$ cat src/rtl/alu_pkg.sv
// Shared definitions for the execute/writeback sequencer and its ALU core.
// Optional feature macro: ALU_MUL_EN (enables opcode 9 = MUL).
package alu_pkg;

  // Opcodes, instr[15:12]
  localparam logic [3:0] OP_ADD = 4'd0;
  localparam logic [3:0] OP_SUB = 4'd1;
  localparam logic [3:0] OP_AND = 4'd2;
  localparam logic [3:0] OP_OR  = 4'd3;
  localparam logic [3:0] OP_XOR = 4'd4;
  localparam logic [3:0] OP_NOT = 4'd5;
  localparam logic [3:0] OP_SHL = 4'd6;
  localparam logic [3:0] OP_SHR = 4'd7;
  localparam logic [3:0] OP_LI  = 4'd8;
  localparam logic [3:0] OP_MUL = 4'd9;

  // Sequencer states
  typedef enum logic [1:0] {
    ST_IDLE,
    ST_FETCH,
    ST_EXEC,
    ST_WB
  } state_e;

  // Instruction field bit positions
  localparam int unsigned OP_HI  = 15;
  localparam int unsigned OP_LO  = 12;
  localparam int unsigned RD_HI  = 11;
  localparam int unsigned RD_LO  = 9;
  localparam int unsigned RA_HI  = 8;
  localparam int unsigned RA_LO  = 6;
  localparam int unsigned RB_HI  = 5;
  localparam int unsigned RB_LO  = 3;
  localparam int unsigned IMM_HI = 8;
  localparam int unsigned IMM_LO = 0;

  // Flag bit indices within flags[2:0] = {N, C, Z}
  localparam int unsigned FLAG_Z = 0;
  localparam int unsigned FLAG_C = 1;
  localparam int unsigned FLAG_N = 2;

endpackage

$ cat src/rtl/alu_core.sv
// Purely combinational ALU: (op, a, b, imm) -> (result, {N,C,Z}, illegal).
// Optional feature macro: ALU_MUL_EN (opcode 9 = unsigned multiply, low half).
module alu_core
  import alu_pkg::*;
#(
  parameter int unsigned DATA_W = 16
) (
  input  logic [3:0]        op,
  input  logic [DATA_W-1:0] a,
  input  logic [DATA_W-1:0] b,
  input  logic [8:0]        imm,
  output logic [DATA_W-1:0] result,
  output logic [2:0]        flags,
  output logic              illegal
);

  logic [DATA_W:0] sum;
  logic [DATA_W:0] diff;
  logic [3:0]      sh;
  logic            carry;
`ifdef ALU_MUL_EN
  logic [2*DATA_W-1:0] prod;
`endif

  assign sh = b[3:0];

  // Opcode decode, result/carry selection and flag derivation
  always_comb begin
    result  = '0;
    carry   = 1'b0;
    illegal = 1'b0;
    sum     = {1'b0, a} + {1'b0, b};
    diff    = {1'b0, a} - {1'b0, b};
`ifdef ALU_MUL_EN
    prod    = a * b;
`endif
    case (op)
      OP_ADD: begin
        result = sum[DATA_W-1:0];
        carry  = sum[DATA_W];
      end
      OP_SUB: begin
        result = diff[DATA_W-1:0];
        carry  = diff[DATA_W];
      end
      OP_AND: result = a & b;
      OP_OR:  result = a | b;
      OP_XOR: result = a ^ b;
      OP_NOT: result = ~a;
      OP_SHL: result = a << sh;
      OP_SHR: result = a >> sh;
      OP_LI:  result = {{(DATA_W-9){1'b0}}, imm};
`ifdef ALU_MUL_EN
      OP_MUL: begin
        result = prod[DATA_W-1:0];
        carry  = |prod[2*DATA_W-1:DATA_W];
      end
`endif
      default: illegal = 1'b1;
    endcase
    flags         = '0;
    flags[FLAG_Z] = (result == '0);
    flags[FLAG_C] = carry;
    flags[FLAG_N] = result[DATA_W-1];
  end

endmodule

$ cat src/rtl/alu_exec_unit.sv
// Single-issue fetch/execute/writeback sequencer in front of an 8x16 register file.
// One instruction per 4 cycles: IDLE -> FETCH -> EXEC -> WB -> IDLE.
// Optional feature macro: ALU_MUL_EN (passed through to alu_core).
module alu_exec_unit
  import alu_pkg::*;
#(
  parameter int unsigned DATA_W = 16,
  parameter int unsigned SEL_W  = 3
) (
  input  logic              clk,
  input  logic              rst,
  input  logic              instr_valid,
  output logic              instr_ready,
  input  logic [15:0]       instr,
  output logic [SEL_W-1:0]  a_sel,
  output logic [SEL_W-1:0]  b_sel,
  input  logic [DATA_W-1:0] a_data,
  input  logic [DATA_W-1:0] b_data,
  output logic [DATA_W-1:0] w_data,
  output logic [SEL_W-1:0]  w_sel,
  output logic              w_en,
  output logic              done,
  output logic              err,
  output logic [2:0]        flags
);

  state_e            state_q, state_d;
  logic [15:0]       instr_q, instr_d;
  logic [DATA_W-1:0] op_a_q, op_a_d, op_b_q, op_b_d;
  logic [DATA_W-1:0] w_data_q, w_data_d;
  logic [SEL_W-1:0]  a_sel_q, a_sel_d, b_sel_q, b_sel_d, w_sel_q, w_sel_d;
  logic [2:0]        flags_q, flags_d;

  logic [DATA_W-1:0] core_result;
  logic [2:0]        core_flags;
  logic              core_illegal;

  alu_core #(.DATA_W(DATA_W)) u_core (
    .op      (instr_q[OP_HI:OP_LO]),
    .a       (op_a_q),
    .b       (op_b_q),
    .imm     (instr_q[IMM_HI:IMM_LO]),
    .result  (core_result),
    .flags   (core_flags),
    .illegal (core_illegal)
  );

  // Read selects are loaded on accept so they are already valid throughout FETCH
  // and then simply hold; w_en/done/err are decoded from the current state.
  always_comb begin
    state_d     = state_q;
    instr_d     = instr_q;
    op_a_d      = op_a_q;
    op_b_d      = op_b_q;
    w_data_d    = w_data_q;
    a_sel_d     = a_sel_q;
    b_sel_d     = b_sel_q;
    w_sel_d     = w_sel_q;
    flags_d     = flags_q;
    instr_ready = 1'b0;
    w_en        = 1'b0;
    done        = 1'b0;
    err         = 1'b0;
    case (state_q)
      ST_IDLE: begin
        instr_ready = 1'b1;
        if (instr_valid) begin
          instr_d = instr;
          a_sel_d = SEL_W'(instr[RA_HI:RA_LO]);
          b_sel_d = SEL_W'(instr[RB_HI:RB_LO]);
          state_d = ST_FETCH;
        end
      end
      ST_FETCH: begin
        op_a_d  = a_data;
        op_b_d  = b_data;
        state_d = ST_EXEC;
      end
      ST_EXEC: begin
        if (core_illegal) begin
          err     = 1'b1;
          state_d = ST_IDLE;
        end else begin
          w_data_d = core_result;
          w_sel_d  = SEL_W'(instr_q[RD_HI:RD_LO]);
          flags_d  = core_flags;
          state_d  = ST_WB;
        end
      end
      ST_WB: begin
        w_en    = 1'b1;
        done    = 1'b1;
        state_d = ST_IDLE;
      end
      default: state_d = ST_IDLE;
    endcase
  end

  // State and datapath registers with synchronous reset
  always_ff @(posedge clk) begin
    if (rst) begin
      state_q  <= ST_IDLE;
      instr_q  <= '0;
      op_a_q   <= '0;
      op_b_q   <= '0;
      w_data_q <= '0;
      a_sel_q  <= '0;
      b_sel_q  <= '0;
      w_sel_q  <= '0;
      flags_q  <= '0;
    end else begin
      state_q  <= state_d;
      instr_q  <= instr_d;
      op_a_q   <= op_a_d;
      op_b_q   <= op_b_d;
      w_data_q <= w_data_d;
      a_sel_q  <= a_sel_d;
      b_sel_q  <= b_sel_d;
      w_sel_q  <= w_sel_d;
      flags_q  <= flags_d;
    end
  end

  assign a_sel  = a_sel_q;
  assign b_sel  = b_sel_q;
  assign w_data = w_data_q;
  assign w_sel  = w_sel_q;
  assign flags  = flags_q;

endmodule

$ cat config.mk
export PLATFORM = sky130hd
export DESIGN_NAME = alu_exec_unit
export DESIGN_NICKNAME = d
export VERILOG_FILES = /design/src/rtl/alu_pkg.sv /design/src/rtl/alu_core.sv /design/src/rtl/alu_exec_unit.sv
export SDC_FILE = /design/constraint.sdc
export NUM_CORES = 1
export LEC_CHECK = 0
export CORE_MARGIN = 2
export CORE_UTILIZATION = 47
export DETAILED_ROUTE_END_ITERATION = 7
export GPL_TIMING_DRIVEN = 1
export PLACE_DENSITY = 0.66
export SLEW_MARGIN = 25
export SYNTH_ARGS = -nofsm -noshare
export SYNTH_HDL_FRONTEND = slang
export SYNTH_HIERARCHICAL = 1
export SYNTH_SLANG_ARGS = --single-unit
$ cat constraint.sdc
create_clock -name clk -period 8 [get_ports clk]
set_input_delay 1.6 -clock clk [delete_from_list [all_inputs] [get_ports clk]]
set_output_delay 1.6 -clock clk [all_outputs]
set_load 0.05 [all_outputs]
Word level (Yosys, flattened, before mapping) --
Index checks and enable logic that the tools add are counted.
Storage, ports and cells: bits in registers 78, output and inout port bits 32, logic and storage cells 44
Cells by class: add/sub/neg operators 2, equality and inequality tests 12, shift-type cells 2, mux-type cells 9, bitwise gates (word level) 4, reduce and logical (&&, ||, !) cells 6
Operator list (number):
- 16-bit case mux with 9 select lines | 1
- 16-bit by 16-bit adder with 17-bit output | 1
- 16-bit by 16-bit subtractor with 17-bit output | 1
- 16-bit bitwise AND | 1
- 4-bit by 3-bit equality test with 1-bit output (second input constant) | 4
- 16-bit logical NOT | 1
- 16-bit inverter | 1
- 16-bit OR | 1
- 16-bit by 4-bit left shift with 16-bit output | 1
- 16-bit by 4-bit >> shifter with 16-bit output | 1
- 16-bit XOR | 1
- 9-bit OR reduction | 1
- 4-bit by 2-bit equality test with 1-bit output (second input constant) | 2
- 2-bit case mux with 4 select lines | 1
- 2-bit equality test (second input constant) | 2
- 4-bit by 1-bit equality test with 1-bit output (second input constant) | 1
- 4-bit equality test (second input constant) | 1
- 4-bit logical NOT | 1
- 1-bit two-way mux | 4
- 2-bit two-way mux | 2
- 2-bit AND reduction | 2
- 2-bit by 1-bit equality test with 1-bit output (second input constant) | 1
- 2-bit logical NOT | 1
- 2-bit != test (second input constant) | 1
- 1-bit case mux with 2 select lines | 1

Logic depth before layout (Yosys ltp) --
Gate-level depths: netlist of run 1.
word-level depth 4, gate-level depth with buffers 17

Cells and area by module --
Netlist of run 1, hierarchy kept.
Modules (own cells, without submodules):
- alu_core | times used 1, cells an instance 601, area an instance 4229.1 µm²
- alu_exec_unit | times used 1, cells an instance 327, area an instance 2630.0 µm²

Worst setup path before layout of run 1 --
No wires, ideal clock.
path type reg2reg, start register op_b_q[2], end register flags_q[0], in the netlist flags[0], arrival 3.632 ns, slack 4.297 ns, cell stages (with the launch flop) 16, period minus slack after synthesis 3.703 ns, cell sequence dfxtp_1 -> buf_2 -> inv_1 -> clkbuf_1 -> ha_1 -> a211o_1 -> a21oi_1 -> o211ai_1 -> and4_1 -> or4_1 -> o22a_1 -> nor4_1 -> or4b_1 -> nor4_2 -> nand2_1 -> a21oi_1
Between the ends: cells in the longest elaborated chain, start to end 3
RTL lines:
- start: declaration | RTL line alu_exec_unit.sv:29 | logic [DATA_W-1:0] op_a_q, op_a_d, op_b_q, op_b_d;
- start signal: assignment | RTL line alu_exec_unit.sv:115 | op_b_q <= op_b_d;
- 16-bit by 16-bit subtractor with 17-bit output, or another cell as far along | RTL line alu_core.sv:33 | diff = {1'b0, a} - {1'b0, b};
- 16-bit case mux with 9 select lines * | RTL line alu_core.sv:37 | case (op)
- via core_result[14] | RTL line alu_exec_unit.sv:34 | logic [DATA_W-1:0] core_result;
- 16-bit logical NOT * | RTL line alu_core.sv:62 | flags[FLAG_Z] = (result == '0);
- via core_flags[0] | RTL line alu_exec_unit.sv:35 | logic [2:0] core_flags;
- end signal: assignment | RTL line alu_exec_unit.sv:120 | flags_q <= flags_d;
- end: declaration | RTL line alu_exec_unit.sv:32 | logic [2:0] flags_q, flags_d;
Mark *: on every way through the listed nets, which the timed path passes. The rest lies on a longest branch. A chain may end at the register's enable or synchronous reset.

Worst setup path after layout of run 1 --
start register op_b_q[0], end register flags_q[0], in the netlist flags[0]
The elaborated chain is that of the path after synthesis.

==> metrics.md, run 1 <==
| Metric | Value |
|---|---|
| Status | finished, final reports clean |
| Final setup skew | 9.52 ps |
| CP max FO | 37 |
| Pleak | 2.83 nW |
| Adder-cell area share of the yosys netlist | 9.52% |
| Top delay family on crit path | simple AND/OR/NAND/NOR gates |
| Top-count cell post-synth | nand2_1 |
| Routed Antenna Nets | 0 |
| Overflow after GRT | 0 |
| Share of cells above drive strength 1 | 7.05% |
| Net count, final | 1,047 |
| Clk Latency, worst-skew pair | 350 ps |
| RR Startpoint | op_b_q[0]$_SDFFE_PP0N_ |
| Top cells by area, synth | dfxtp_1, nand2_1, ha_1, a21oi_1, mux4_2 |
| Tmin final | 4530 ps |
| PwrDens | 159 nW/um^2 |
| CP Cell Sequence | buf_4 -> clkinv_1 -> ha_1 -> mux2i_2 -> a211oi_1 -> or4_1 -> or4_1 -> o22a_1 -> nor4_1 -> or4b_1 -> nor4_2 -> nand2_1 -> a21oi_1 |
| Starting density of the core | 47.7% |
| Die Width | 125 um |
| Post-synthesis mux area share | 9.96% |
| Via count | 7,251 |
| Worst reg2reg endpoint | flags[0]$_SDFFE_PP0P_ |
| CTS resizes | 0 |
| Post-CTS setup buffer count | 0 |
| Complex-gate fraction of the synthesized area | 26.9% |
| Measured slew at the worst slew-check pin | 970 ps |
| Die area | 15,600 um^2 |
| Synth Area in Simple Gates | 22.8% |
| Post-synth top flop | dfxtp_1 |
| Num CTS Buffers | 9 |
| Pin count of the biggest net entering global routing | 73 |
| Startpoint types | flop |
| Max-Slew Margin vs Limit | 33.7% |
| Routability cong. | 1.03 |
| Die height | 125 um |
| Most frequent CP cell | or4_1 |
| Avg WL per Cell | 21.0 um |
| GRT Util Overall | 30.2% |
| Multi-input logic area | 4800 um^2 |
| Critical Path Stages | 13 |
| Worst vdd ir | 0.0000998 V |
| 1st-pass router iterations | 6 |
| Port bufs | 82 |
| Setup CP Type | flop to flop |
| RSZ-0062 raised after global routing | no |
| H-tree Lvls | 3 |
| Drt drc | 0 |
| Core area | 14,400 um^2 |
| Slowest CP cell | clkinv_1 |
| Largest family of logic cells by synthesized area | compound AO/OA/AOI/OAI gates |
| Initial antenna violation count | 0 |
| Ys Warns | 6 |
| Routed vias/inst | 6.39 |
| Hold_buf cts | 0 |
| CP endpoint kind | flop |
| Worst-path clk slew | 70 ps |
| Final Non-Filler Cells | 1,134 |
| Path depth of the worst reg2reg path | 13 |
| Hold Path Origin | flags[1]$_SDFFE_PP0P_ |
| Final Hold Viols | 0 |
| Post-synth ARST share | 0% |
| Fmax | 221 MHz |
| Synth cell count leaders | nand2_1, a21oi_1, dfxtp_1 |
| Setup violations, final | 0 |
| Yosys reg bits | 72 |
| First-pass GRT wire length | 37.3 mm |
| Seq/Total Area, Yosys | 21.0% |
| Max-Cap Viols | 0 |
| CTS sink cnt | 72 |
| Fillers | 1,431 |
| Hold Path Class | flop to flop |
| # placed instances | 1,118 |
| CP required | 8270 ps |
| IO Pins | 83 |
| Crit path launch | op_b_q[0]$_SDFFE_PP0N_ |
| Largest stage delay on the critical path | 570 ps |
| Post-synth EDFFs | 0 |
| Cell area after synthesis | 6860 um^2 |
| Post-synthesis instance total | 928 |
| Xor/xnor share of the synthesized area | 0.638% |
| Layout area overhead | 14.3% |
| CTS tree | done |
| Mapped Nets | 1,030 |
| Leading area contributor after synthesis | dfxtp_1 |
| Seq. cell area | 1440 um^2 |
| Critical Path AT | 4800 ps |
| Final period util | 56.6% |
| Hold Crit Endpoint | flags[1]$_SDFFE_PP0P_ |
| Routed WL | 23.9 mm |
| Synth cell types | 78 |
| DP Wirelength | 17.1 mm |
| Max clock buf depth | 2 |
| Avg Inst Size Synth | 7.39 um^2 |
| CP Buf/Inv Count | 2 |
| Root Driver | clkbuf_16 |
| Final Max Slew Viols | 0 |
| Number of global-route vias before repair | 6,516 |
| Num rows | 44 |
| Cells on Worst Hold Path | 2 |
| DR iter-0 viols | 837 |
| Top cell type's share of synthesized area | 21.0% |
| R2R Setup Slk | 3470 ps |
| Diodes inserted | 0 |
| Setup TNS | 0 ps |
[metal layers]
layer | GRT usage, % | share of wire [%] | vias to the layer above
li1 | - | - | 3354
met1 | 42.7 | 44 | 3423
met2 | 45.8 | 43 | 412
met3 | 5.63 | 10 | 62
met4 | 10.8 | 3.5 | 0
met5 | 0 | 0 | -
[worst max-delay path by stage]
stage / end
2_1_floorplan: flags[0]$_SDFFE_PP0P_
3_3_place_gp: flags[0]$_SDFFE_PP0P_
3_5_place_dp: flags[0]$_SDFFE_PP0P_
4_1_cts: flags[0]$_SDFFE_PP0P_
5_1_grt: flags[0]$_SDFFE_PP0P_
6_report: flags[0]$_SDFFE_PP0P_
[where the power goes]
part           switching [mW]  internal [mW]  total [mW]
registers              0.0378          0.378       0.416
logic                   0.263          0.162       0.425
clock network           0.185          0.217       0.402
[placed cells by master, fill, tap and decap left out, types with 5 or more instances in the layout]
master / instances
a2111oi_0: 9
a211o_1: 6
a211oi_1: 15
a21o_1: 8
a21oi_1: 109
a221oi_1: 5
a22oi_1: 6
a31oi_1: 5
and2_1: 9
and3_1: 6
buf_4: 11
clkbuf_16: 9
clkdlybuf4s50_1: 81
dfxtp_1: 70
ha_1: 49
inv_1: 47
mux2_2: 5
mux2i_1: 14
mux4_2: 21
nand2_1: 182
nand2b_1: 7
nand3_1: 13
nor2_1: 60
nor2b_1: 15
nor3_1: 14
o211ai_1: 11
o21ai_0: 38
o21bai_1: 9
o221ai_1: 8
o22ai_1: 8
or3_1: 5
or4_1: 6
[layout make-up]
type | count | share of cell area, %
clock inverters | 7 | 0.798
repair buffers | 93 | 11.5
inverters | 48 | 2.30
clock buffers | 9 | 2.87
well taps | 184 | 2.94
flip-flops and latches | 72 | 18.4
multi-input cells | 721 | 61.2
[per-stage QoR]
| stage | worst slack, ps | area [um^2] | utilization, % | hold slack [ps] | total power [mW] |
|---|---|---|---|---|---|
| global route | 3160 | 7840 | 54.5 | 471 | 1.30 |
| floorplan | 4300 | 6860 | - | 432 | 0.708 |
| finish | 3470 | 7840 | 54.5 | 450 | 1.24 |
| global placement | 3590 | 7550 | 52.5 | 440 | 0.836 |
| detailed placement | 3580 | 7550 | 52.5 | 446 | 0.834 |
| CTS | 3530 | 7840 | 54.5 | 454 | 1.23 |
[registers in the layout, summed over array words and instances (netlist names)]
| name | flops |
|---|---|
| op_b_q | 16 |
| instr_q | 16 |
| state_q | 2 |
| op_a_q | 16 |
| flags | 3 |
| w_data | 16 |
| w_sel | 3 |
[kinds of logic (layout without fill, tap and decap cells)]
kind of cell | after synthesis | count (layout)
adder cells (fa/ha/maj) | 51 | 51
AO/OA/AOI/OAI | 283 | 283
multiplexers | 41 | 41
buffers and inverters | 135 | 157
flip-flops | 72 | 72
AND/OR/NAND/NOR | 341 | 341
XOR/XNOR | 5 | 5
[worst register-to-register path: stages, from the launching register on]
cell and delay (ps):
dfxtp_1 310, buf_4 390, clkinv_1 590, ha_1 440, mux2i_2 250, a211oi_1 110, or4_1 560, or4_1 520
o22a_1 200, nor4_1 250, or4b_1 470, nor4_2 150, nand2_1 80, a21oi_1 120
(Power assumes the default switching activity.)
==> inputs of run 2 (changes only) <==
PLACE_DENSITY = 0.69   (was 0.66)
clock period = 3.67 ns   (was 8 ns; I/O delays follow)
==> metrics.md, run 2 (same netlist as run 1, synthesis figures left out) <==
| Metric | Value |
|---|---|
| Overflow after GRT | 0 |
| Max clock buf depth | 2 |
| Port bufs | 82 |
| Measured slew at the worst slew-check pin | 1130 ps |
| Drt drc | 0 |
| Die area | 15,600 um^2 |
| Final Max Slew Viols | 0 |
| Tmin final | 3690 ps |
| RSZ-0062 raised after global routing | yes |
| Setup ws final | -15.3 ps |
| Setup CP Type | flop to flop |
| CTS tree | done |
| Hold Crit Endpoint | w_sel[0]$_SDFFE_PP0P_ |
| First-pass GRT wire length | 41.2 mm |
| # placed instances | 1,249 |
| Startpoint types | flop |
| Worst-path clk slew | 80 ps |
| Multi-input logic area | 4900 um^2 |
| CP endpoint kind | flop |
| H-tree Lvls | 3 |
| Starting density of the core | 47.7% |
| Seq. cell area | 1450 um^2 |
| Avg WL per Cell | 20.6 um |
| Final Hold Viols | 0 |
| R2R Setup Slk | -20 ps |
| Routability cong. | 1.03 |
| Clk Latency, worst-skew pair | 360 ps |
| Post-route cell area | 9040 um^2 |
| Worst reg2reg endpoint | flags[0]$_SDFFE_PP0P_ |
| Routed vias/inst | 6.06 |
| Worst vdd ir | 0.000231 V |
| Pre-CTS setup slack | -284 ps |
| Number of global-route vias before repair | 7,242 |
| Via count | 7,725 |
| Final setup skew | 22.6 ps |
| Failing checks | setup timing |
| IO Pins | 83 |
| Cells on Worst Hold Path | 2 |
| Die height | 125 um |
| GRT Util Overall | 33.7% |
| Setup TNS | -15.3 ps |
| Placed cell areas | 8570 um^2 |
| Fmax | 271 MHz |
| Net count, final | 1,187 |
| Critical Path AT | 3990 ps |
| Core area | 14,400 um^2 |
| Layout area overhead | 31.8% |
| Hold_buf cts | 0 |
| Routed WL | 26.2 mm |
| Routed Antenna Nets | 0 |
| Hold Path Class | flop to flop |
| Initial antenna violation count | 0 |
| Die Width | 125 um |
| Pleak | 3.58 nW |
| Final Non-Filler Cells | 1,274 |
| RR Startpoint | op_b_q[1]$_SDFFE_PP0N_ |
| Share of cells above drive strength 1 | 20.8% |
| Max-Cap Viols | 0 |
| CP max FO | 8 |
| Path depth of the worst reg2reg path | 12 |
| Status | complete, but fails checks |
| CTS sink cnt | 72 |
| Root Driver | clkbuf_16 |
| Diodes inserted | 0 |
| Most frequent cells in the layout | nand2_1, buf_4, a21oi_1, clkdlybuf4s50_1, dfxtp_1 |
| Pin count of the biggest net entering global routing | 41 |
| Final period util | 100% |
| DP Wirelength | 20.4 mm |
| Fillers | 1,342 |
| Setup violations, final | 1 |
| Num CTS Buffers | 9 |
| Most common cell after layout, fill and taps aside | nand2_1 |
| CP required | 3970 ps |
| Hold Path Origin | instr_q[9]$_SDFFE_PP0P_ |
| Crit path launch | op_b_q[1]$_SDFFE_PP0N_ |
| Max-Slew Margin vs Limit | 24.2% |
| Num rows | 44 |
| PwrDens | 329 nW/um^2 |
| DR iter-0 viols | 880 |
| 1st-pass router iterations | 6 |
run 2: worst max-delay path: stages, from the launching register on:
cell	delay (ps)
dfxtp_4	420
buf_4	190
mux2_2	360
mux2i_1	240
a211oi_1	140
or4_1	490
or4_1	520
o22a_1	200
nor4_1	250
or4b_4	480
nor4_2	150
nand2_1	80
a21oi_1	110
run 2: worst max-delay path by stage:
stage                            endpoint  slack, ps  depth (start not counted)
floorplan           flags[0]$_SDFFE_PP0P_         10                         15
global placement    flags[0]$_SDFFE_PP0P_       -180                         14
detailed placement  flags[0]$_SDFFE_PP0P_       -280                         13
CTS                 flags[0]$_SDFFE_PP0P_          3                         13
global route        flags[0]$_SDFFE_PP0P_       -160                         16
finish              flags[0]$_SDFFE_PP0P_        -20                         12
run 2: stage by stage:
stage               hold slack (ps)  utilization, %  total power, mW
floorplan                       432               -             1.54
global placement                437            59.6             2.00
detailed placement              442            59.6             2.00
CTS                             451            62.4             2.94
global route                    459            62.9             3.12
finish                          450            62.9             2.98
run 2: final cells by class:
type                       count  area share [%]
multi-input combinational    721            54.2
timing repair buffer         233            22.1
sequential                    72            16.1
tap                          184            2.55
clock buffer                   9            2.49
inverter                      48            1.99
clock inverter                 7           0.692
run 2: where the power goes:
group	internal [mW]	total, mW	switching [mW]
clock network	0.473	0.907	0.433
registers	0.824	0.881	0.0576
logic	0.534	1.19	0.653
run 2: metal layers:
metal,up-vias,track usage (%),wire length (um)
met5,-,0,0
met4,0,12.0,953
met3,67,5.46,2080
met2,414,52.6,11600
met1,3620,47.1,11600
li1,3624,-,-
run 2: timing repair:
item | CTS | global route
setup endpoints to repair | 1 | 2
gates resized for setup | 12 | 21
buffers inserted | 10 | 0
pin swaps | 4 | 6
